**config.mk**
```make
export PLATFORM = sky130hd
export DESIGN_NAME = bp_table_ctrl_flat
export DESIGN_NICKNAME = d
export VERILOG_FILES = /design/src/rtl/bp_table_ctrl_if.sv /design/src/rtl/bp_table_ctrl.sv /design/src/flat_wrapper.sv
export SDC_FILE = /design/constraint.sdc
export NUM_CORES = 1
export LEC_CHECK = 0
export ABC_AREA = 1
export BUFFER_PORTS_ARGS = -buffer_cell sky130_fd_sc_hd__clkbuf_2
export CAP_MARGIN = 5
export CORE_MARGIN = 5
export CORE_UTILIZATION = 35
export CTS_CLUSTER_SIZE = 12
export DETAILED_ROUTE_END_ITERATION = 8
export PLACE_DENSITY = 0.58
export SYNTH_ARGS = -nofsm -noshare
export SYNTH_HDL_FRONTEND = slang
export SYNTH_SLANG_ARGS = --single-unit
```
**constraint.sdc**
```tcl
create_clock -name clk -period 1.9 [get_ports clk]
set_input_delay 0.095 -clock clk [delete_from_list [all_inputs] [get_ports clk]]
set_output_delay 0.095 -clock clk [all_outputs]
set_load 0.005 [all_outputs]
```
**src/rtl/bp_table_ctrl_if.sv**
```systemverilog
// Update-request handshake between the pipeline's M stage and the
// branch-predictor table controller.
interface bp_table_ctrl_if;
    logic        upd_valid;
    logic [31:0] upd_pc;
    logic        upd_taken;
    logic        upd_ready;

    modport master (output upd_valid, output upd_pc, output upd_taken, input upd_ready);
    modport slave  (input upd_valid, input upd_pc, input upd_taken, output upd_ready);
endinterface

```
**src/rtl/bp_table_ctrl.sv**
```systemverilog
// Sole writer of the two-level branch predictor tables (BHT of per-branch
// histories, PHT of 2-bit counters): power-up/clear sweeps and queued RMW updates.
module bp_table_ctrl #(
    parameter int BHT_DEPTH = 10,
    parameter int PHT_DEPTH = 6
) (
    input  logic                 clk,
    input  logic                 rst,
    bp_table_ctrl_if.slave       upd,
    input  logic                 i_clr_req,
    output logic                 o_init_done,
    output logic [BHT_DEPTH-1:0] o_bht_addr,
    output logic                 o_bht_we,
    output logic [PHT_DEPTH-1:0] o_bht_wdata,
    input  logic [PHT_DEPTH-1:0] i_bht_rdata,
    output logic [PHT_DEPTH-1:0] o_pht_addr,
    output logic                 o_pht_we,
    output logic [1:0]           o_pht_wdata,
    input  logic [1:0]           i_pht_rdata
);

    typedef enum logic [1:0] {SWEEP, IDLE, PHT_RD, WRITE} state_t;

    state_t                 r_state, w_state_nxt;
    logic [BHT_DEPTH-1:0]   r_idx;
    logic                   r_init_done;
    logic                   r_clr_pend;
    logic [BHT_DEPTH-1:0]   r_bht_addr, w_bht_addr;
    logic [PHT_DEPTH-1:0]   r_pht_addr, w_pht_addr;

    // Only pc[BHT_DEPTH+1:2] ever indexes a table; the PHT bits are a subset.
    logic [BHT_DEPTH-1:0]   r_fifo_pc [2];
    logic                   r_fifo_taken [2];
    logic                   r_wr_ptr, r_rd_ptr;
    logic [1:0]             r_count;
    logic                   w_full, w_empty, w_push, w_pop, w_flush;
    logic                   w_unused_pc;

    logic [BHT_DEPTH-1:0]   r_pc;
    logic                   r_taken;
    logic [PHT_DEPTH-2:0]   r_hist;

    // Encoding 00 SNT, 01 WNT, 11 WT, 10 ST; saturates at both ends.
    function automatic logic [1:0] f_ctr_next(input logic [1:0] ctr, input logic taken);
        logic [1:0] nxt;
        case (ctr)
            2'b00:   nxt = taken ? 2'b01 : 2'b00;
            2'b01:   nxt = taken ? 2'b11 : 2'b00;
            2'b11:   nxt = taken ? 2'b10 : 2'b01;
            default: nxt = taken ? 2'b10 : 2'b11;
        endcase
        return nxt;
    endfunction

    assign w_full          = (r_count == 2'd2);
    assign w_empty         = (r_count == 2'd0);
    assign upd.upd_ready   = r_init_done & ~w_full & ~r_clr_pend;
    assign w_push          = upd.upd_valid & upd.upd_ready;
    assign w_unused_pc     = ^{upd.upd_pc[31:BHT_DEPTH+2], upd.upd_pc[1:0]};
    assign o_init_done     = r_init_done;
    assign o_bht_addr      = w_bht_addr;
    assign o_pht_addr      = w_pht_addr;

    always_comb begin
        // NOTE: every signal gets a default before the case so no path leaves one unassigned (no latches).
        w_state_nxt = r_state;
        w_pop       = 1'b0;
        w_flush     = 1'b0;
        w_bht_addr  = r_bht_addr;
        w_pht_addr  = r_pht_addr;
        o_bht_we    = 1'b0;
        o_bht_wdata = '0;
        o_pht_we    = 1'b0;
        o_pht_wdata = 2'b00;
        case (r_state)
            SWEEP: begin
                w_bht_addr = r_idx;
                o_bht_we   = 1'b1;
                if ((r_idx >> PHT_DEPTH) == '0) begin
                    w_pht_addr  = r_idx[PHT_DEPTH-1:0];
                    o_pht_we    = 1'b1;
                    o_pht_wdata = 2'b11;
                end
                if (r_idx == '1)
                    w_state_nxt = IDLE;
            end
            IDLE: begin
                if (r_clr_pend) begin
                    w_flush     = 1'b1;
                    w_state_nxt = SWEEP;
                end else if (!w_empty) begin
                    w_pop       = 1'b1;
                    w_bht_addr  = r_fifo_pc[r_rd_ptr];
                    w_state_nxt = PHT_RD;
                end
            end
            PHT_RD: begin
                w_pht_addr  = i_bht_rdata ^ r_pc[PHT_DEPTH-1:0];
                w_state_nxt = WRITE;
            end
            WRITE: begin
                o_bht_we    = 1'b1;
                o_bht_wdata = {r_hist, r_taken};
                o_pht_we    = 1'b1;
                o_pht_wdata = f_ctr_next(i_pht_rdata, r_taken);
                w_state_nxt = IDLE;
            end
            default: w_state_nxt = SWEEP;
        endcase
        // The RAMs must not see a write on the edge that resets this block.
        if (rst) begin
            o_bht_we = 1'b0;
            o_pht_we = 1'b0;
        end
    end

    // NOTE: sequential state uses non-blocking assignments so every register samples pre-edge values.
    always_ff @(posedge clk) begin
        if (rst) begin
            r_state     <= SWEEP;
            r_idx       <= '0;
            r_init_done <= 1'b0;
            r_clr_pend  <= 1'b0;
            r_count     <= 2'd0;
            r_wr_ptr    <= 1'b0;
            r_rd_ptr    <= 1'b0;
            r_bht_addr  <= '0;
            r_pht_addr  <= '0;
        end else begin
            r_state    <= w_state_nxt;
            r_bht_addr <= w_bht_addr;
            r_pht_addr <= w_pht_addr;
            r_clr_pend <= i_clr_req | (r_clr_pend & ~w_flush);
            if (r_state == SWEEP) begin
                r_idx <= r_idx + 1'b1;
                if (r_idx == '1)
                    r_init_done <= 1'b1;
            end
            if (w_flush) begin
                r_count     <= 2'd0;
                r_wr_ptr    <= 1'b0;
                r_rd_ptr    <= 1'b0;
                r_idx       <= '0;
                r_init_done <= 1'b0;
            end else begin
                if (w_push) r_wr_ptr <= ~r_wr_ptr;
                if (w_pop)  r_rd_ptr <= ~r_rd_ptr;
                case ({w_push, w_pop})
                    2'b10:   r_count <= r_count + 2'd1;
                    2'b01:   r_count <= r_count - 2'd1;
                    default: ;
                endcase
            end
        end
    end

    // NOTE: FIFO storage and working registers carry no reset; r_count and r_state decide when they are meaningful.
    always_ff @(posedge clk) begin
        if (w_push) begin
            r_fifo_pc[r_wr_ptr]    <= upd.upd_pc[BHT_DEPTH+1:2];
            r_fifo_taken[r_wr_ptr] <= upd.upd_taken;
        end
        if (w_pop) begin
            r_pc    <= r_fifo_pc[r_rd_ptr];
            r_taken <= r_fifo_taken[r_rd_ptr];
        end
        if (r_state == PHT_RD)
            r_hist <= i_bht_rdata[PHT_DEPTH-2:0];
    end

endmodule

```
**src/flat_wrapper.sv**
```systemverilog
// flat-port wrapper written by rule: the top's interface ports become plain ports
module bp_table_ctrl_flat 
#(
    parameter int BHT_DEPTH = 10,
    parameter int PHT_DEPTH = 6
)
  (clk, rst, i_clr_req, o_init_done, o_bht_addr, o_bht_we, o_bht_wdata, i_bht_rdata, o_pht_addr, o_pht_we, o_pht_wdata, i_pht_rdata, upd_upd_valid, upd_upd_pc, upd_upd_taken, upd_upd_ready);
  bp_table_ctrl_if upd_i ();
  input  logic clk;
  input  logic rst;
  input  logic i_clr_req;
  output logic o_init_done;
  output logic [BHT_DEPTH-1:0] o_bht_addr;
  output logic o_bht_we;
  output logic [PHT_DEPTH-1:0] o_bht_wdata;
  input  logic [PHT_DEPTH-1:0] i_bht_rdata;
  output logic [PHT_DEPTH-1:0] o_pht_addr;
  output logic o_pht_we;
  output logic [1:0] o_pht_wdata;
  input  logic [1:0] i_pht_rdata;
  input wire logic [$bits(upd_i.upd_valid)-1:0] upd_upd_valid;
  input wire logic [$bits(upd_i.upd_pc)-1:0] upd_upd_pc;
  input wire logic [$bits(upd_i.upd_taken)-1:0] upd_upd_taken;
  output wire logic [$bits(upd_i.upd_ready)-1:0] upd_upd_ready;
  assign upd_i.upd_valid = upd_upd_valid;
  assign upd_i.upd_pc = upd_upd_pc;
  assign upd_i.upd_taken = upd_upd_taken;
  assign upd_upd_ready = upd_i.upd_ready;
  bp_table_ctrl #(.BHT_DEPTH(BHT_DEPTH), .PHT_DEPTH(PHT_DEPTH)) u_core (.clk(clk), .rst(rst), .upd(upd_i), .i_clr_req(i_clr_req), .o_init_done(o_init_done), .o_bht_addr(o_bht_addr), .o_bht_we(o_bht_we), .o_bht_wdata(o_bht_wdata), .i_bht_rdata(i_bht_rdata), .o_pht_addr(o_pht_addr), .o_pht_we(o_pht_we), .o_pht_wdata(o_pht_wdata), .i_pht_rdata(i_pht_rdata));
endmodule
```
==> results.md <==
- CTS root buf: clkbuf_8
- Nets: slightly above 500
- CP Class: flop to output pin
- Clk pin slew, worst setup/hold paths: about 70 ps
- Worst-case clock skew: roughly 4.7 ps
- CTS tree: yes
- Max-slew violation count: 0
- Cts bufs inserted: 9
- Warnings from Yosys: 0
- FF+latch count, synth: about 70
- Hpwl dp: between 5000 and 6000 um
- Worst Setup End Kind: output pin
- Post-Layout Inst Area: 0.00414 sq mm
- Lkg Pwr: 1.77 nW
- Hold_ws: roughly 63 ps
- Final setup margin: between 20 and 30 ps
- Max Cap Violations: 0
- Worst Path Required: around 1800 ps
- Drt pass-1 iters: 4
- Combinational share of power: ~4.6%
- FF/Latch Area: roughly 0.0017 sq mm
- Initial Util: roughly 36%
- Global route overflow: 0
- Final WL: slightly above 7000 um
- Antenna Cells: 0
- Avg Vias per Cell: around 4.7
- Reg2reg setup slack: between 150 and 200 ps
- CORE AREA: 0.00920 sq mm
- Worst vdd ir: approximately 450 uV
- Initial DRC count: 140
- Number of setup violations in the final report: 0
- Crit path arrival time: roughly 1800 ps
- Unrepaired setup endpoints after global routing: yes
- Detail Route Antenna Nets: 0
- Mapped Cells: ~380
- Setup WS pre-CTS: around 160 ps
- Skew-Pair Late Insertion Delay: 350 ps
- Internal: roughly 0.0024 W
- Switching share of total power: roughly 22%
- Worst r2r path cells: 9
- FMAX: between 500 and 600 MHz
- Setup crit start kind: flop
- Area after DPL: between 0.003 and 0.004 sq mm
- Fill cells: 924
- Slew HR: between 70% and 80%
- Die X: 107 um
- Util after Layout: 45.1%
- Endpoints failing hold: 0
- Yosys cell types: 33
- Die footprint: 0.0115 sq mm
- Layout area overhead: 25.8%
- Switch Pwr: approximately 0.00065 W
- Clk buf depth: 2
- Post-Layout Cell Count: just under 600
- PortBufs: 50
- CTS sink cnt: roughly 70
- Sequential power share: between 50% and 60%
- Syn_nets: 434
- First-pass GRT wire length: between 10,000 and 15,000 um
- Mapped Area: about 0.0033 sq mm
- IO Pins: 73
- Power per cell area: between 700 and 800 mW/mm^2
- Final period util: 98.4%
- Std cell rows: 35
- Avg WL per Cell: between 10 and 15 um
- Initial antenna violation count: 0
- DP Cell Count: roughly 540
- Max Fanout on Critical Path: 7
- Pin count of the biggest net entering global routing: 21
- Clock share of power: between 40 and 50%
- Overall Global Routing Usage: 13.5%
- Syn_area_per_cell: between 8 and 9 sq um
- Multi-input logic area: 0.00133 sq mm
- Share of cells above drive strength 1: around a quarter
- Minimum clock period: 1870 ps
- CTS H-tree depth: 3
- Worst-Margin Slew: 408 ps
- Sequential-to-total area share from yosys stat: 52.3%
- Die Ht: approximately 110 um
- GPL Wtd Cong: between 0.8 and 0.9
- Vias: between 2,000 and 3,000
- Post-route DRC: 0
- HP Class: input port to flop
- Vias in the first global route: 2,553
- Status: finished clean
- Hold path depth: 3
==> power groups by stage <==
| stage | Combinational [W] | Clock [W] | Sequential (W) |
|---|---|---|---|
| finish | 0.000141 | 0.00131 | 0.00158 |
| global placement | 0.000110 | 0 | 0.00161 |
| floorplan | 0.0000591 | 0 | 0.00161 |
| CTS | 0.000140 | 0.00136 | 0.00158 |
| detailed placement | 0.000113 | 0 | 0.00161 |
| global route | 0.000162 | 0.00142 | 0.00158 |
==> layout make-up <==
type	count	area share, %
clock buffers	9	2.99
repair buffers	79	12.9
inverters	49	4.53
clock inverters	7	2.36
multi-input cells	253	32.2
well taps	111	3.35
flip-flops and latches	69	41.7
==> kinds of logic (layout without fill, tap and decap cells) <==
family                   after synthesis  in the layout  share of synthesized area [%]
flip-flops                            69             69                           52.3
AO/OA/AOI/OAI                         82             82                           14.7
adder cells (fa/ha/maj)                7              7                           2.66
XOR/XNOR                               2              2                          0.532
buffers and inverters                 61            144                           9.08
AND/OR/NAND/NOR                      161            162                           20.8
==> synth_stat cells <==
library cell  instances  area (sq um)
nand3_2               1          10.0
nor3_1                3          15.0
ha_1                  7          87.6
nor2_4                1          11.3
inv_2                 1          3.75
nor2_1               39           146
o211ai_1              5          37.5
o211ai_2              1          12.5
nand3b_4              1          20.0
and2_1                1          6.26
dfxtp_1              35           701
nand3_1               9          45.0
o21ai_1               6          30.0
buf_4                 1          7.51
nand2_1              97           364
nor3_2                1          10.0
xor2_1                2          17.5
a21boi_0              1          7.51
nand3b_1              1          7.51
nor2_2                4          25.0
a21oi_2               8          70.1
nand4_1               2          12.5
buf_2                 2          10.0
clkbuf_8              1          13.8
a22oi_1               7          52.6
nor3b_2               1          12.5
edfxtp_1             34          1020
a21oi_1              35           175
o21a_1                1          7.51
clkbuf_2              1          5.00
inv_1                48           180
buf_6                 7          78.8
o21ai_0              18          90.1
==> routing by layer <==
layer | up-vias | GRT usage, % | wire (um)
li1 | 1410 | - | -
met4 | 0 | 3.84 | 60
met5 | - | 0 | 0
met2 | 56 | 21.0 | 3300
met1 | 1219 | 18.2 | 3560
met3 | 7 | 4.03 | 355
==> state kept, by name, indices dropped and copies added, names as in the netlist, named ones only <==
name                 cells
u_core.r_rd_ptr          1
u_core.r_clr_pend        1
u_core.r_idx            10
u_core.r_fifo_taken      2
u_core.r_pht_addr        6
u_core.r_taken           1
u_core.r_bht_addr       10
u_core.r_pc              6
u_core.r_state           2
u_core.r_fifo_pc        20
u_core.o_init_done       1
u_core.r_count           2
u_core.r_hist            5
u_core.r_wr_ptr          1
==> per-stage QoR <==
stage | power [W] | TNS (ps)
3_5_place_dp | 0.00173 | 0
2_1_floorplan | 0.00167 | 0
3_3_place_gp | 0.00172 | 0
5_1_grt | 0.00316 | -57.4
6_report | 0.00303 | 0
4_1_cts | 0.00308 | 0
==> layout by cell type (no fill, tap or decap), drive strengths merged, types with 2 or more instances in the layout <==
cell type and count:
a21oi 43, a22oi 7, buf 12, bufinv 2
clkbuf 59, clkinvlp 3, dfxtp 35, dlygate4sd3 17
edfxtp 34, ha 7, inv 50, nand2 97
nand3 10, nand3b 2, nand4 2, nor2 45
nor3 4, o211ai 6, o21ai 24, xor2 2
==> path summary, 6_finish.rpt <==
kind | from | endpoint
worst max-delay path | u_core.r_state[0] | o_pht_wdata[1]
worst min-delay path | upd_upd_valid | u_core.r_wr_ptr
worst max register to register | u_core.r_state[1] | u_core.r_state[0]
worst min register to register | u_core.r_wr_ptr | u_core.r_wr_ptr
==> worst max-delay path, cell delays in order, from the launching register on <==
cell	delay [ps]
dfxtp_4	370
inv_1	120
ha_4	220
buf_4	170
nand4_1	200
a21oi_1	220
clkbuf_2	140
==> what timing repair did <==
action / in CTS / in global routing
endpoints found under the setup margin: 12 / 18
cloned: 1 / 0
hold buffers: 17 / 0
buffers inserted: 1 / 0
resized for setup: 11 / 15
pin swaps: 0 / 1
hold endpoints to repair: 28 / 0
Power figures use the tool's default switching activity.
